$ cat src/rtl/ring_arb_pkg.sv
// rtl/ring_arb_pkg.sv - shared types, defaults and ring rotate helper for ring_rr_arbiter
package ring_arb_pkg;

    localparam int RING_N_DEF        = 4;
    localparam int RING_HOLD_MAX_DEF = 16;

    // Widest ring the rotate helper supports; callers size-cast in and out.
    localparam int RING_MAX_N = 64;

    typedef enum logic {
        IDLE  = 1'b0,
        GRANT = 1'b1
    } state_t;

    function automatic logic [RING_MAX_N-1:0] ring_rotl1(
        input logic [RING_MAX_N-1:0] v,
        input int                    n
    );
        logic [RING_MAX_N-1:0] mask;
        mask = {RING_MAX_N{1'b1}} >> (RING_MAX_N - n);
        return ((v << 1) | (v >> (n - 1))) & mask;
    endfunction

endpackage

$ cat src/rtl/ring_pointer.sv
// rtl/ring_pointer.sv - one-hot priority pointer, loads the owner rotated left by one on advance
module ring_pointer
    import ring_arb_pkg::*;
#(
    parameter int N = RING_N_DEF
) (
    input  logic         clk,
    input  logic         rst,
    input  logic         advance,
    input  logic [N-1:0] owner,
    output logic [N-1:0] ptr
);

    logic [N-1:0] next_ptr;

    assign next_ptr = N'(ring_rotl1(RING_MAX_N'(owner), N));

    always_ff @(posedge clk or posedge rst) begin
        if (rst) begin
            ptr <= N'(1);
        end else if (advance) begin
            ptr <= next_ptr;
        end
    end

endmodule

$ cat src/rtl/ring_rr_arbiter.sv
// rtl/ring_rr_arbiter.sv - round-robin arbiter with held grants; GRANT_TIMEOUT_EN adds forced revocation
module ring_rr_arbiter
    import ring_arb_pkg::*;
#(
    parameter int N        = RING_N_DEF,
    parameter int HOLD_MAX = RING_HOLD_MAX_DEF
) (
    input  logic         clk,
    input  logic         rst,
    input  logic [N-1:0] req,
    output logic [N-1:0] gnt,
    output logic         busy,
    output logic [N-1:0] ptr,
    output logic         timeout
);

    if (N < 2 || HOLD_MAX < 2) begin : g_bad_params
        $error("ring_rr_arbiter: N and HOLD_MAX must both be at least 2");
    end

    state_t       state;
    logic [N-1:0] upper;
    logic [N-1:0] winner;
    logic         owner_req;
    logic         expire;
    logic         advance;

    // Lowest set request at or above the pointer, else wrap to the lowest set request overall.
    assign upper     = req & ~(ptr - N'(1));
    assign winner    = (|upper) ? (upper & (~upper + N'(1))) : (req & (~req + N'(1)));
    assign owner_req = |(req & gnt);

`ifdef GRANT_TIMEOUT_EN
    localparam int CNT_W = $clog2(HOLD_MAX + 1);
    logic [CNT_W-1:0] hold_cnt;

    // An owner dropping req on the last allowed cycle is a plain release, not a timeout.
    assign expire = owner_req && (hold_cnt == CNT_W'(HOLD_MAX - 1));
`else
    assign expire = 1'b0;
`endif

    assign advance = (state == GRANT) && (!owner_req || expire);

    always_ff @(posedge clk or posedge rst) begin
        if (rst) begin
            state   <= IDLE;
            gnt     <= '0;
            busy    <= 1'b0;
            timeout <= 1'b0;
`ifdef GRANT_TIMEOUT_EN
            hold_cnt <= '0;
`endif
        end else begin
            timeout <= 1'b0;
            case (state)
                IDLE: begin
                    if (|req) begin
                        gnt   <= winner;
                        busy  <= 1'b1;
                        state <= GRANT;
`ifdef GRANT_TIMEOUT_EN
                        hold_cnt <= '0;
`endif
                    end
                end
                GRANT: begin
                    if (advance) begin
                        gnt     <= '0;
                        busy    <= 1'b0;
                        state   <= IDLE;
                        timeout <= expire;
                    end
`ifdef GRANT_TIMEOUT_EN
                    else begin
                        hold_cnt <= hold_cnt + CNT_W'(1);
                    end
`endif
                end
                default: state <= IDLE;
            endcase
        end
    end

    ring_pointer #(
        .N(N)
    ) u_ring_pointer (
        .clk    (clk),
        .rst    (rst),
        .advance(advance),
        .owner  (gnt),
        .ptr    (ptr)
    );

endmodule

$ cat config.mk
export PLATFORM = sky130hd
export DESIGN_NAME = ring_rr_arbiter
export DESIGN_NICKNAME = d
export VERILOG_FILES = /design/src/rtl/ring_arb_pkg.sv /design/src/rtl/ring_pointer.sv /design/src/rtl/ring_rr_arbiter.sv
export SDC_FILE = /design/constraint.sdc
export NUM_CORES = 1
export LEC_CHECK = 0
export CELL_PAD_IN_SITES_DETAIL_PLACEMENT = 0
export CELL_PAD_IN_SITES_GLOBAL_PLACEMENT = 2
export CORE_MARGIN = 1.5
export CORE_UTILIZATION = 29
export DETAILED_ROUTE_END_ITERATION = 10
export GPL_TIMING_DRIVEN = 0
export PLACE_DENSITY_LB_ADDON = 0.2
export SLEW_MARGIN = 20
export SYNTH_ARGS = -nofsm -noshare
export SYNTH_HDL_FRONTEND = slang
export SYNTH_SLANG_ARGS = --single-unit
$ cat constraint.sdc
create_clock -name clk -period 2.3 [get_ports clk]
set_input_delay 0.46 -clock clk [delete_from_list [all_inputs] [get_ports clk]]
set_output_delay 0.46 -clock clk [all_outputs]
set_load 0.02 [all_outputs]
==> flow_summary.toml <==
[outcome]
status = "completed"

[power_and_ir_drop]
ir_drop_uv = 647.4
powerDensity_mw_per_mm2 = 1467
cellLeakagePower_nw = 0.3213

[routing]
wl_met2_um = 534
drt_iter0_markers = 7
wl_met1_um = 601
first_pass_iters = 5
via_count = 445
wl_per_cell_um = 12.41
ant_nets = 0
maxUsedRoutingLayer = "met3"
vias_per_cell = 4.734
drc_errors = 0
dr_wl_met3_um = 31
wl_mm = 1.167

[critical_path]
reg2reg_setup_slack_ns = 0.64
timing.critical_path.buf_inv = 1
cp_slowest_cell = "clkdlybuf4s50_1"
crit_arrival_ns = 1.46
start_kind = "register"
crit_path_max_incr_delay_ns = 0.61
cp_max_fo = 7
crit_path_end_kind = "primary output"
crit_family = "buffers and inverters"
timing.rr.start = "u_ring_pointer.ptr[0]"
path_cells = "clkdlybuf4s50_1"
criticalPathCategory = "register to primary output"
reg2reg_to = "gnt[0]"
ff2ff_path_depth = 5
cp.required_ns = 1.84

[clock_tree]
path_clk_slew_ns = 0.07
cts_resized = 0
cts_tree = "yes"
clock_latency_ns = 0.26
cts_buffers = 3
clockBufferDepth = 2
htree_num_levels = 1
ctsRootBufferMaster = "clkbuf_4"
postCtsHoldBufs = 0
post-cts-setup-buffer-count = 0
cts.sinks = 10

[layout]
finalNonFillerCells = 94
area_growth_pct = 35.19
nNetsFinal = 77
drive_above_1_share_pct = 20.29
diodes = 0

[global_routing]
globalRoute.totalOverflow = 0
antenna_found_initial = 0
grt_usage_pct = 12.45
grt_pass1_wl_mm = 1.938
grt_max_degree = 11
grt_pass1_vias = 444

[timing]
fin_skew_ns = 0.001860
hold_violations = 0
finalCriticalPeriod_ns = 1.917
whs_ns = 0.4636
rsz0062_at_grt = "false"
min_period_over_period_pct = 83.34
slew_viol_final = 0
max_freq_mhz = 521.7
final.setup.tns_ns = 0
finalSetupViolCount = 0

[floorplan]
start_util_pct = 31.84
io_pins = 16
die_x_um = 47.02
fp-row-count = 15
die_area_sq_mm = 0.002210
core_area_sq_mm = 0.001764
die_y_um = 47.02

[worst_hold_path]
hold_path_class = "input pin to async pin"

[synth]
synth_nets = 59
synth_area_leaders = "dfrtp_1 40%, mux2_2 8.0%, dfstp_2 4.7%"
synth_top_area_cell = "dfrtp_1"
syn_area_sq_um = 561.8
async_flop_share_pct = 100.0
synth.top_cells.by_count = "9 x dfrtp_1, 5 x nand2_1, 4 x inv_1, 4 x mux2_2"
synth_ff_type = "dfrtp_1"
synth_cell_types = 32
ys_ff_latch = 10
synth_warnings = 0
yosysMostFrequentCell = "dfrtp_1"
syn_area_per_cell_sq_um = 10.80
synth-edff-count = 0
ys_seq_area_share_pct = 44.77
syn_inst = 52
synth_top_area_share_pct = 40.09

[placement]
port_buffers = 13
placedCellCount = 90
dp_hpwl_um = 950.6
gp_congestion = 0.7339

[run]
drv_cap = 0
-- power breakdown --
part	switching (mW)	internal [mW]
Clock	0.0578	0.0960
Sequential	0.0819	0.257
Combinational	0.308	0.314
Total	0.447	0.667
-- how the worst max path moves through the flow --
stage                          start                     to  cells after the start
3_5_place_dp                  req[2]  u_ring_pointer.ptr[1]                      4
4_1_cts        u_ring_pointer.ptr[0]                 ptr[0]                      1
6_report       u_ring_pointer.ptr[0]                 ptr[0]                      1
5_1_grt                       req[2]  u_ring_pointer.ptr[2]                      4
3_3_place_gp                  req[2]  u_ring_pointer.ptr[3]                      4
2_1_floorplan  u_ring_pointer.ptr[0]                 gnt[1]                      6
-- metal layers --
layer	global-route usage [%]	vias to the layer above
li1	-	225
met2	17.81	7
met5	0	-
met1	18.51	213
met4	6.667	0
met3	1.154	0
-- sequential cells by signal, summed over array words and instances, names as in the netlist --
signal	cells
u_ring_pointer.ptr	4
busy	1
gnt	4
state	1
-- cells in the final DEF, fill, tap and decap left out --
master | netlist | final
o21ai_0 | 1 | 1
a32o_1 | 2 | 2
nand3_2 | 1 | 1
dfstp_2 | 1 | 1
nor3_1 | 1 | 1
inv_1 | 4 | 4
clkbuf_8 | 0 | 1
a22oi_1 | 1 | 1
a21o_1 | 1 | 1
clkdlybuf4s50_1 | 0 | 13
a21oi_1 | 1 | 1
dfrtp_1 | 9 | 9
and2_1 | 1 | 1
nand2b_1 | 1 | 1
o221ai_1 | 1 | 1
or4_1 | 1 | 1
and3_4 | 1 | 1
xnor2_1 | 1 | 1
a222oi_1 | 1 | 1
a31oi_1 | 1 | 1
nor2_1 | 2 | 2
ha_1 | 1 | 1
mux2_2 | 4 | 4
nand3_1 | 1 | 1
nand3b_1 | 1 | 1
a21boi_0 | 1 | 1
o31ai_1 | 1 | 1
o31ai_4 | 1 | 1
nor4_1 | 1 | 1
clkbuf_4 | 0 | 3
o2bb2ai_1 | 1 | 1
buf_4 | 1 | 1
buf_6 | 1 | 1
nand2_1 | 5 | 5
conb_1 | 1 | 1
-- metrics by stage --
step / worst slack [ns] / cell area (sq um) / util [%] / power, mW
after global placement: 0.1514 / 723.2 / 40.99 / 0.9704
after floorplan: 0.6745 / 561.8 / - / 0.7485
final: 0.3831 / 759.5 / 43.05 / 1.114
after CTS: 0.3702 / 759.5 / 43.05 / 1.132
after detailed placement: 0.1551 / 723.2 / 40.99 / 0.9729
after global routing: 0.3345 / 759.5 / 43.05 / 1.194
-- cells by family after synthesis --
family                     share of synthesized area, %
AOI/OAI and AO/OA                                 20.49
adders and majority gates                         2.227
other                                            0.6675
xor gates and xnor gates                          1.559
DFF                                               44.77
muxes                                             8.017
and+or+nand+nor                                   16.26
buffers and inverters                             6.013
-- area by class of cell --
cell class	instances	area, sq um
fillers	185	1005
multi-input cells	36	276.5
flip-flops and latches	10	251.5
well taps	25	31.28
repair buffers	13	130.1
plain buffers	2	18.77
clock buffers	4	36.28
inverters	4	15.01
Power figures use the tool's default switching activity.
